$ cat config.mk
export PLATFORM = sky130hd
export DESIGN_NAME = ahb_bus_arbiter
export DESIGN_NICKNAME = d
export VERILOG_FILES = /design/src/rtl/ahb_pkg.sv /design/src/rtl/ahb_bus_arbiter_rr_pick.sv /design/src/rtl/ahb_bus_arbiter.sv
export SDC_FILE = /design/constraint.sdc
export NUM_CORES = 1
export LEC_CHECK = 0
export CORE_MARGIN = 10
export CORE_UTILIZATION = 59
export DETAILED_ROUTE_END_ITERATION = 8
export PLACE_DENSITY = 0.85
export SYNTH_ARGS = -nofsm -noshare
export SYNTH_HDL_FRONTEND = slang
export SYNTH_SLANG_ARGS = --single-unit
$ cat constraint.sdc
create_clock -name hclk -period 6.9 [get_ports hclk]
set_clock_uncertainty 0.1 [all_clocks]
set_input_delay 1.035 -clock hclk [delete_from_list [all_inputs] [get_ports hclk]]
set_output_delay 1.035 -clock hclk [all_outputs]
set_load 0.005 [all_outputs]
$ cat src/rtl/ahb_pkg.sv
// Shared AHB definitions: transfer-type encodings and the arbiter state
// encoding. Imported by the arbiter and by the bridge slave interface.
package ahb_pkg;

    localparam logic [1:0] HTRANS_IDLE   = 2'b00;
    localparam logic [1:0] HTRANS_BUSY   = 2'b01;
    localparam logic [1:0] HTRANS_NONSEQ = 2'b10;
    localparam logic [1:0] HTRANS_SEQ    = 2'b11;

    typedef enum logic [1:0] {
        PARK = 2'd0,  // no requests, grant parked on master 0
        OWN  = 2'd1,  // granted master active, unlocked
        LOCK = 2'd2   // granted master holds a locked sequence
    } arb_state_t;

    // A transfer that moves data (NONSEQ or SEQ) as opposed to IDLE/BUSY.
    function automatic logic is_beat(input logic [1:0] trans);
        return (trans == HTRANS_NONSEQ) || (trans == HTRANS_SEQ);
    endfunction

endpackage : ahb_pkg

$ cat src/rtl/ahb_bus_arbiter_rr_pick.sv
// Combinational round-robin select: the first set bit of req, searching
// upward from index start with wrap-around. Returns one-hot, index and a
// found flag. When nothing is requested all outputs are zero.
module rr_pick #(
    parameter int N  = 4,
    parameter int MW = $clog2(N)
) (
    input  logic [N-1:0]  req,
    input  logic [MW-1:0] start,
    output logic [N-1:0]  grant,
    output logic [MW-1:0] idx,
    output logic          found
);

    // Walk the request vector once from start; the first hit wins.
    always_comb begin
        // NOTE: every output gets a default before the loop so no path
        // leaves it unassigned, which would otherwise infer a latch.
        grant = '0;
        idx   = '0;
        found = 1'b0;
        for (int i = 0; i < N; i++) begin
            int pos;
            pos = int'(start) + i;
            if (pos >= N) begin
                pos = pos - N;
            end
            if (!found && req[pos]) begin
                found      = 1'b1;
                idx        = MW'(pos);
                grant[pos] = 1'b1;
            end
        end
    end

endmodule : rr_pick

$ cat src/rtl/ahb_bus_arbiter.sv
// Round-robin AHB arbiter in front of the AHB-to-APB bridge slave port.
// Produces a registered one-hot grant, the address-phase and data-phase
// owner indices for the master-side muxes, and hmastlock. Ownership is
// handed over only at arbitration points (hready high and either an IDLE
// transfer, a dropped request, or an exhausted hold budget while unlocked).
module ahb_bus_arbiter
    import ahb_pkg::*;
#(
    parameter int NUM_MASTERS = 4,
    parameter int MW          = $clog2(NUM_MASTERS),
    parameter int MAX_HOLD    = 8
) (
    input  logic                   hclk,
    input  logic                   hreset,
    input  logic [NUM_MASTERS-1:0] hbusreq,
    input  logic [NUM_MASTERS-1:0] hlock,
    input  logic [1:0]             htrans,
    input  logic                   hready,
    output logic [NUM_MASTERS-1:0] hgrant,
    output logic [MW-1:0]          hmaster,
    output logic [MW-1:0]          hmaster_d,
    output logic                   hmastlock
);

    localparam int HW = $clog2(MAX_HOLD + 1);
    localparam logic [HW-1:0] HOLD_MAX = HW'(MAX_HOLD);

    arb_state_t             state;
    logic [MW-1:0]          owner;      // index of the one-hot hgrant
    logic [HW-1:0]          hold_cnt;   // completed beats in this ownership

    logic [MW-1:0]          search_start;
    logic [NUM_MASTERS-1:0] pick_grant;
    logic [MW-1:0]          pick_idx;
    logic                   pick_found;

    logic                   others_req;
    logic                   trans_idle;
    logic                   hold_sat;
    logic                   arb_point;

    arb_state_t             next_state;
    logic [MW-1:0]          next_owner;
    logic [NUM_MASTERS-1:0] next_grant;
    logic                   owner_change;

    // Search begins one past the current owner so the owner is considered
    // last; if it is the only requester it keeps the bus.
    always_comb begin
        if (owner == MW'(NUM_MASTERS - 1)) begin
            search_start = '0;
        end else begin
            search_start = owner + 1'b1;
        end
    end

    rr_pick #(
        .N  (NUM_MASTERS),
        .MW (MW)
    ) u_rr_pick (
        .req   (hbusreq),
        .start (search_start),
        .grant (pick_grant),
        .idx   (pick_idx),
        .found (pick_found)
    );

    assign others_req = |(hbusreq & ~hgrant);
    assign trans_idle = (htrans == HTRANS_IDLE);
    assign hold_sat   = (hold_cnt >= HOLD_MAX);

    // Decide whether this cycle is an arbitration point (hready is applied
    // in the register block) and what the winner would be.
    always_comb begin
        arb_point  = 1'b0;
        next_state = state;
        next_owner = owner;
        next_grant = hgrant;

        unique case (state)
            PARK:    arb_point = |hbusreq;
            OWN:     arb_point = trans_idle || !hbusreq[owner] ||
                                 (hold_sat && others_req);
            LOCK:    arb_point = trans_idle &&
                                 (!hlock[owner] || !hbusreq[owner]);
            default: arb_point = 1'b1;
        endcase

        if (pick_found) begin
            next_owner = pick_idx;
            next_grant = pick_grant;
            next_state = hlock[pick_idx] ? LOCK : OWN;
        end else begin
            next_owner = '0;
            next_grant = NUM_MASTERS'(1);
            next_state = PARK;
        end

        // Hold budget restarts whenever ownership moves or the bus parks.
        owner_change = arb_point &&
                       ((next_owner != owner) || (next_state == PARK));
    end

    // Arbiter FSM with registered grant, owner indices, lock and hold count.
    always_ff @(posedge hclk or posedge hreset) begin
        // NOTE: state is updated with non-blocking assignments so every
        // right-hand side sees the pre-edge value (hmaster_d takes the old
        // hmaster, not the one being written on this edge).
        if (hreset) begin
            state     <= PARK;
            owner     <= '0;
            hgrant    <= NUM_MASTERS'(1);
            hmaster   <= '0;
            hmaster_d <= '0;
            hmastlock <= 1'b0;
            hold_cnt  <= '0;
        end else if (hready) begin
            hmaster   <= owner;
            hmaster_d <= hmaster;
            hmastlock <= (state == LOCK) && hlock[owner];

            if (arb_point) begin
                state  <= next_state;
                owner  <= next_owner;
                hgrant <= next_grant;
            end

            if (owner_change) begin
                hold_cnt <= '0;
            end else if ((state == OWN) && is_beat(htrans) && !hold_sat) begin
                hold_cnt <= hold_cnt + 1'b1;
            end
        end
    end

endmodule : ahb_bus_arbiter

==> impl_metrics.json, run 1 <==
{
  "clock_insertion_delay_worst_skew_ns": 0.29,
  "critical_path.reg2reg.startpoint": "owner[0]",
  "power.ir.vdd_worst_mv": 0.312,
  "power.static_leakage_uw": 0.000735,
  "dpl-instance-area_um2": 1720,
  "hold_ws_ns": 0.391,
  "timing.final.setup_violations": 0,
  "design.die.area_um2": 5030,
  "ys_warn_count": 0,
  "worstHoldPathType": "flip-flop to flip-flop",
  "synth.ff_latch_count": 17,
  "timing_worst_slew_pin_value_ns": 0.660,
  "dpl.hpwl_um": 2770,
  "fp.dieW_um": 70.9,
  "antenna_found_initial": 0,
  "timing.critical_path.cells": "inv_1 -> ha_1 -> or2_0 -> a2111oi_0 -> nor3_1 -> and3_1 -> o211a_1 -> or2_1 -> o21ai_2",
  "hold_violations": 0,
  "synthTopCellsByArea": "sky130_fd_sc_hd__dfrtp_1 26%, sky130_fd_sc_hd__ha_1 8.2%, sky130_fd_sc_hd__nand2_1 3.9%",
  "total_clock_buffers_created_by_cts": 3,
  "die_height_um": 70.9,
  "critPathLaunchType": "flip-flop",
  "rd_place_congestion": 0.896,
  "post_cts_hold_buffer_count": 0,
  "totalPowerFinal_uw": 852,
  "globalRouteTotalUtil_pct": 13.9,
  "async_reset_ff_share_pct": 100,
  "detail_route.vias_per_cell": 6.17,
  "synth_area_per_cell_um2": 9.16,
  "timing_worst_setup_path_type": "flip-flop to flip-flop",
  "initial_utilization_pct": 61.7,
  "yosysSeqAreaShare_pct": 27.9,
  "synth_cell_types": 58,
  "route.detailed.drc": 0,
  "finalInstanceArea_um2": 1750,
  "cts.repair.resized": 0,
  "ff2ff_path_depth": 9,
  "htree_levels": 1,
  "postRouteAntennaNets": 0,
  "critical-path-top-delay-family": "simple AND/OR/NAND/NOR gates",
  "synth_top_area_cell": "sky130_fd_sc_hd__dfrtp_1",
  "synthAdderAreaFrac_pct": 8.18,
  "nature_of_the_critical_path_endpoint": "flip-flop",
  "path_buf_inv": 1,
  "min_tclk_post_route_ns": 3.26,
  "antennaDiodeCount": 0,
  "maximum_number_of_pins_on_one_net_before_global_route_repair": 18,
  "dr.first_iter.drc_count": 119,
  "synth_enable_flop_cells": 0,
  "sinks_on_the_clock_net": 17,
  "worstPathMaxFanout": 17,
  "num-fill-cells": 192,
  "cp_slowest_cell": "sky130_fd_sc_hd__dfrtp_1",
  "placement_rows": 18,
  "max_clock_buf_depth": 2,
  "timing.max_cap.violations": 0,
  "worst_hold_path.num_cells": 2,
  "ioPinCount": 22,
  "cts_setup_buffers": 0,
  "grt_first_pass_wirelength_um": 5840,
  "synth_compound_area_share_pct": 25.5,
  "area.growth.synth_to_final_pct": 14.2,
  "detail_route.first_pass.iterations": 4,
  "power_density_nw_per_um2": 488,
  "synthDominantCellAreaShare_pct": 26.2,
  "wl_per_cell_um": 16.3,
  "synth_xor_area_share_pct": 1.15,
  "final-max-slew-violation-count": 0,
  "status": "complete, no violations",
  "mapped_area_um2": 1530,
  "synth_ff_type": "sky130_fd_sc_hd__dfrtp_1",
  "port-buffer-count": 21,
  "dr_total_vias": 1326,
  "max_clock_freq_mhz": 306,
  "timing.final.crit_share_pct": 47.3,
  "wire_length_reported_by_the_detailed_router_um": 3510,
  "required_time_of_the_worst_setup_path_ns": 7.03,
  "max-slew-margin-rel_pct": 56.0,
  "cp.arrival_ns": 3.39,
  "largest_family_of_logic_cells_by_synthesized_area": "compound AO/OA/AOI/OAI gates",
  "synthesized_nets": 190,
  "layout.nets": 209,
  "hold_start": "hgrant[0]",
  "sequential_cell_area_um2": 427,
  "critical_path.max_stage_delay_ns": 0.77,
  "synth.area.mux_share_pct": 9.90,
  "setup.reg_to_reg.worst_slack_ns": 3.64,
  "core-area_um2": 2480,
  "synth-simple-area-share_pct": 21.2,
  "multi_input_area_um2": 1010,
  "overflow_left_after_global_routing": 0,
  "netlist_instances": 167,
  "path_clk_slew_ns": 0.09,
  "grt_setup_unrepaired": "false",
  "final_setup_tns_ns": 0,
  "tritoncts_clock_tree": "built",
  "layout-drive-gt1-share_pct": 10.8,
  "regToRegEndpoint": "state[0]",
  "grt_pass1_vias": 1265,
  "hold_path_end": "hgrant[0]",
  "clk_root_buffer_cell": "sky130_fd_sc_hd__clkbuf_4"
}
-- routing by layer --
metal  global-route usage, %  routed length [um]
met5                       0                   0
met4                    6.02                  73
met1                    17.4                1590
met2                    20.8                1560
met3                    5.30                 289
-- metrics by stage --
step	setup slack [ns]	util [%]	cells
2_1_floorplan	4.07	-	167
3_3_place_gp	3.46	69.4	211
3_5_place_dp	3.40	69.4	211
4_1_cts	3.65	70.5	215
5_1_grt	3.44	70.5	215
6_report	3.64	70.5	215
-- worst min-delay path, cell delays in order, from the launching register on --
cell and delay (ns):
sky130_fd_sc_hd__dfstp_2 0.39, sky130_fd_sc_hd__inv_1 0.05, sky130_fd_sc_hd__a2bb2oi_1 0.05
-- where the power goes --
group | total (uW) | switching, uW | leakage, uW | internal [uW]
clock network | 52.3 | 29.8 | 0.0000150 | 22.5
registers | 198 | 54.9 | 0.000212 | 143
logic | 602 | 325 | 0.000507 | 277
total | 852 | 410 | 0.000735 | 442
-- how the worst max path moves through the flow --
stage | from | endpoint | cells after the start
after global placement | hbusreq[3] | state[0] | 8
after CTS | owner[0] | state[0] | 9
final | owner[0] | state[0] | 9
after global routing | owner[0] | state[0] | 9
after floorplan | hbusreq[3] | state[0] | 8
after detailed placement | hbusreq[3] | state[0] | 8
-- area by class of cell --
cell class                 count  area share, %
clock buffer                   4           1.51
sequential                    17           24.4
inverter                      10           2.15
tap                           30           2.15
multi-input combinational    133           57.7
timing repair buffer          21           12.0
-- flip-flops by register name (all words and copies together) (netlist names) --
signal	flops
hgrant	4
owner	2
hmastlock	1
hmaster	2
hold_cnt	4
state	2
hmaster_d	2
-- logic make-up (layout without fill, tap and decap cells) --
kind of cell	Yosys count	in the layout
simple gates	61	61
compound gates	49	49
flops	17	17
buf+inv	17	35
mux	11	11
fa+ha+maj	10	10
xor+xnor	2	2
-- cells in the mapped netlist (3+ instances only) --
cell and instances:
sky130_fd_sc_hd__nand3_1 4, sky130_fd_sc_hd__or3b_1 3, sky130_fd_sc_hd__mux2_2 4, sky130_fd_sc_hd__inv_1 10, sky130_fd_sc_hd__dfrtp_1 16, sky130_fd_sc_hd__a31oi_1 3
sky130_fd_sc_hd__mux2i_1 3, sky130_fd_sc_hd__buf_6 4, sky130_fd_sc_hd__a21oi_1 5, sky130_fd_sc_hd__ha_1 10, sky130_fd_sc_hd__o21a_1 3, sky130_fd_sc_hd__nand2_1 16
sky130_fd_sc_hd__a221oi_1 3, sky130_fd_sc_hd__nor2b_1 5, sky130_fd_sc_hd__a21o_1 3, sky130_fd_sc_hd__o21ai_0 6, sky130_fd_sc_hd__nor2_1 15
-- layout by cell type (no fill, tap or decap), types with 3 or more instances in the layout --
master                             n
sky130_fd_sc_hd__clkdlybuf4s50_1  21
sky130_fd_sc_hd__nand2_1          16
sky130_fd_sc_hd__dfrtp_1          16
sky130_fd_sc_hd__nor2_1           15
sky130_fd_sc_hd__inv_1            10
sky130_fd_sc_hd__ha_1             10
sky130_fd_sc_hd__o21ai_0           6
sky130_fd_sc_hd__nor2b_1           5
sky130_fd_sc_hd__a21oi_1           5
sky130_fd_sc_hd__nand3_1           4
sky130_fd_sc_hd__mux2_2            4
sky130_fd_sc_hd__mux2i_1           3
sky130_fd_sc_hd__or3b_1            3
sky130_fd_sc_hd__o21a_1            3
sky130_fd_sc_hd__a221oi_1          3
sky130_fd_sc_hd__a21o_1            3
sky130_fd_sc_hd__a31oi_1           3
sky130_fd_sc_hd__clkbuf_4          3
No activity file was read; power rests on OpenSTA's default activity.
==> inputs of run 2 (changes only) <==
CORE_UTILIZATION = 49   (was 59)
PLACE_DENSITY = 0.75   (was 0.85)
clock period = 2.97 ns   (was 6.9 ns; I/O delays follow)
==> run 2 against run 1 <==
  * Worst hold slack got worse by 0.0076 ns
  * Sequential cell count is the same
  * Clock-buffer cell count is 1 lower
  * Highest routed layer unchanged
  * Via count rose by 4.4%
  * Largest cell class unchanged
  * Power grew 150%
  * Wire length up 8.0%
  * Register-to-register slack worse by 3.5 ns
  * First-iteration DRC count down 31%
  * Design area up 6.9%
  * Clock power up 130%
  * Final cell count is 11% higher
==> impl_metrics.json, run 2 (synthesis results as in run 1) <==
{
  "placedCellCount": 235,
  "core-area_um2": 3030,
  "power.static_leakage_uw": 0.000788,
  "critical-path-top-delay-family": "compound AO/OA/AOI/OAI gates",
  "gr-usage-met1_pct": 17.2,
  "wire_length_reported_by_the_detailed_router_um": 3790,
  "tritoncts_clock_tree": "built",
  "reg.largest.list": "hgrant (4), hold_cnt (4)",
  "detail_route.first_pass.iterations": 4,
  "power.clock.fraction_pct": 5.7,
  "initial_utilization_pct": 50.5,
  "antennaDiodeCount": 0,
  "met3_usage_pct": 4.30,
  "cts_setup_buffers": 0,
  "timing_worst_setup_path_type": "flip-flop to flip-flop",
  "fp.dieW_um": 75.9,
  "gr-max-usage-layer": "met2",
  "required_time_of_the_worst_setup_path_ns": 3.07,
  "critPathLaunchType": "flip-flop",
  "multi_input_area_um2": 1030,
  "nature_of_the_critical_path_endpoint": "flip-flop",
  "timing.final.crit_share_pct": 95.3,
  "layout.cells.most_common_list": "21 x sky130_fd_sc_hd__clkdlybuf4s50_1, 16 x sky130_fd_sc_hd__nand2_1, 16 x sky130_fd_sc_hd__dfrtp_1",
  "dpl.hpwl_um": 3090,
  "max_clock_freq_mhz": 353,
  "switching_power_uw": 1000,
  "dr.first_iter.drc_count": 82,
  "min_tclk_post_route_ns": 2.83,
  "power_density_nw_per_um2": 1140,
  "timing.critical_path.cells": "inv_1 -> ha_1 -> or2_0 -> buf_4 -> mux2i_4 -> o21a_1 -> o32ai_4 -> a21oi_1 -> o221ai_1",
  "power.switching_fraction_pct": 47.2,
  "timing.final.setup_violations": 0,
  "worstPathMaxFanout": 12,
  "final-instance-count-excl-fill": 239,
  "critical_path.max_stage_delay_ns": 0.50,
  "clock_insertion_delay_worst_skew_ns": 0.29,
  "total_clock_buffers_created_by_cts": 3,
  "hold_violations": 0,
  "rd_place_congestion": 0.907,
  "dr_total_vias": 1384,
  "grt_first_pass_wirelength_um": 6090,
  "p_int_uw": 1120,
  "die_height_um": 75.9,
  "path_clk_slew_ns": 0.09,
  "sequential_cell_area_um2": 427,
  "wl_per_cell_um": 15.9,
  "clk_root_buffer_cell": "sky130_fd_sc_hd__clkbuf_4",
  "cp.arrival_ns": 2.93,
  "timing_worst_slew_pin_value_ns": 0.607,
  "globalRouteTotalUtil_pct": 13.6,
  "final_setup_tns_ns": 0,
  "design.die.area_um2": 5750,
  "seq_power_share_pct": 20.1,
  "port-buffer-count": 21,
  "status": "complete, no violations",
  "ioPinCount": 22,
  "overflow_left_after_global_routing": 0,
  "num-fill-cells": 259,
  "timing.max_cap.violations": 0,
  "max-slew-margin-rel_pct": 59.5,
  "share_comb_of_total_power_pct": 74.3,
  "sinks_on_the_clock_net": 17,
  "area.growth.synth_to_final_pct": 22.0,
  "max_clock_buf_depth": 2,
  "grt_setup_unrepaired": "false",
  "layout.nets": 219,
  "antenna_found_initial": 0,
  "path_buf_inv": 2,
  "detail_route.vias_per_cell": 5.79,
  "layout-drive-gt1-share_pct": 17.4,
  "power.ir.vdd_worst_mv": 0.510,
  "grt_pass1_vias": 1309,
  "maximum_number_of_pins_on_one_net_before_global_route_repair": 18,
  "worstHoldPathType": "flip-flop to flip-flop",
  "htree_levels": 1,
  "cp_slowest_cell": "sky130_fd_sc_hd__dfrtp_1",
  "mostFrequentLayoutCell": "sky130_fd_sc_hd__clkdlybuf4s50_1",
  "groute.layer.met2.usage_pct": 21.3,
  "placement_rows": 20,
  "route.detailed.drc": 0,
  "postRouteAntennaNets": 0,
  "final-max-slew-violation-count": 0
}
==> run 2: cell types whose count changed in the layout (fill, tap and decap cells not counted), sizes merged <==
cell    before  now
clkbuf       4    3
clkinv       0    1
buf          0   10
==> run 2: worst paths after layout <==
kind	startpoint	to	slack [ns]	cells after the start
max in group asynchronous	hreset	hgrant[2]	1.95	2
max	owner[0]	hold_cnt[2]	0.14	9
min reg2reg	hgrant[0]	hgrant[0]	0.38	2
max reg2reg	owner[0]	hold_cnt[2]	0.14	9
min	hgrant[0]	hgrant[0]	0.38	2
min in group asynchronous	hreset	hmaster_d[1]	0.43	2
==> run 2: timing repair <==
action | CTS | global route
setup endpoints to repair | 0 | 7
hold buffers | 0 | 0
resized for setup | 0 | 6
==> run 2: per-layer routing <==
| metal | vias up | wire length, um |
|---|---|---|
| met3 | 5 | 295 |
| met2 | 40 | 1840 |
| met5 | - | 0 |
| met1 | 663 | 1640 |
| li1 | 676 | - |
| met4 | 0 | 18 |
==> run 2: through the flow <==
step                      area, um2  hold WS, ns  worst slack, ns  total power, uW  utilization, %
after floorplan                1530        0.271            0.289             1540               -
after global placement         1810        0.371            0.176             1920            59.8
after detailed placement       1810        0.370           0.0717             1960            59.8
after CTS                      1840        0.385           0.0492             2080            60.7
after global routing           1870        0.415          0.00397             2310            61.6
final                          1870        0.383            0.140             2120            61.6
==> run 2: area by class of cell <==
| type | count | share of cell area, % |
|---|---|---|
| timing repair buffer | 31 | 15.3 |
| tap | 44 | 2.95 |
| inverter | 10 | 2.01 |
| multi-input combinational | 133 | 55.4 |
| clock buffer | 3 | 1.21 |
| clock inverter | 1 | 0.268 |
| sequential | 17 | 22.9 |
==> run 2: tightest hold or removal path: stages (launching register included) <==
cell,delay [ns]
sky130_fd_sc_hd__dfstp_2,0.39
sky130_fd_sc_hd__inv_1,0.05
sky130_fd_sc_hd__a2bb2oi_1,0.05
==> run 2: power by group through the flow <==
| stage | Clock, uW | Sequential (uW) | Combinational [uW] |
|---|---|---|---|
| after floorplan | 0 | 419 | 1120 |
| after global placement | 0 | 422 | 1500 |
| after detailed placement | 0 | 430 | 1530 |
| after CTS | 125 | 425 | 1530 |
| after global routing | 140 | 440 | 1730 |
| final | 120 | 425 | 1580 |
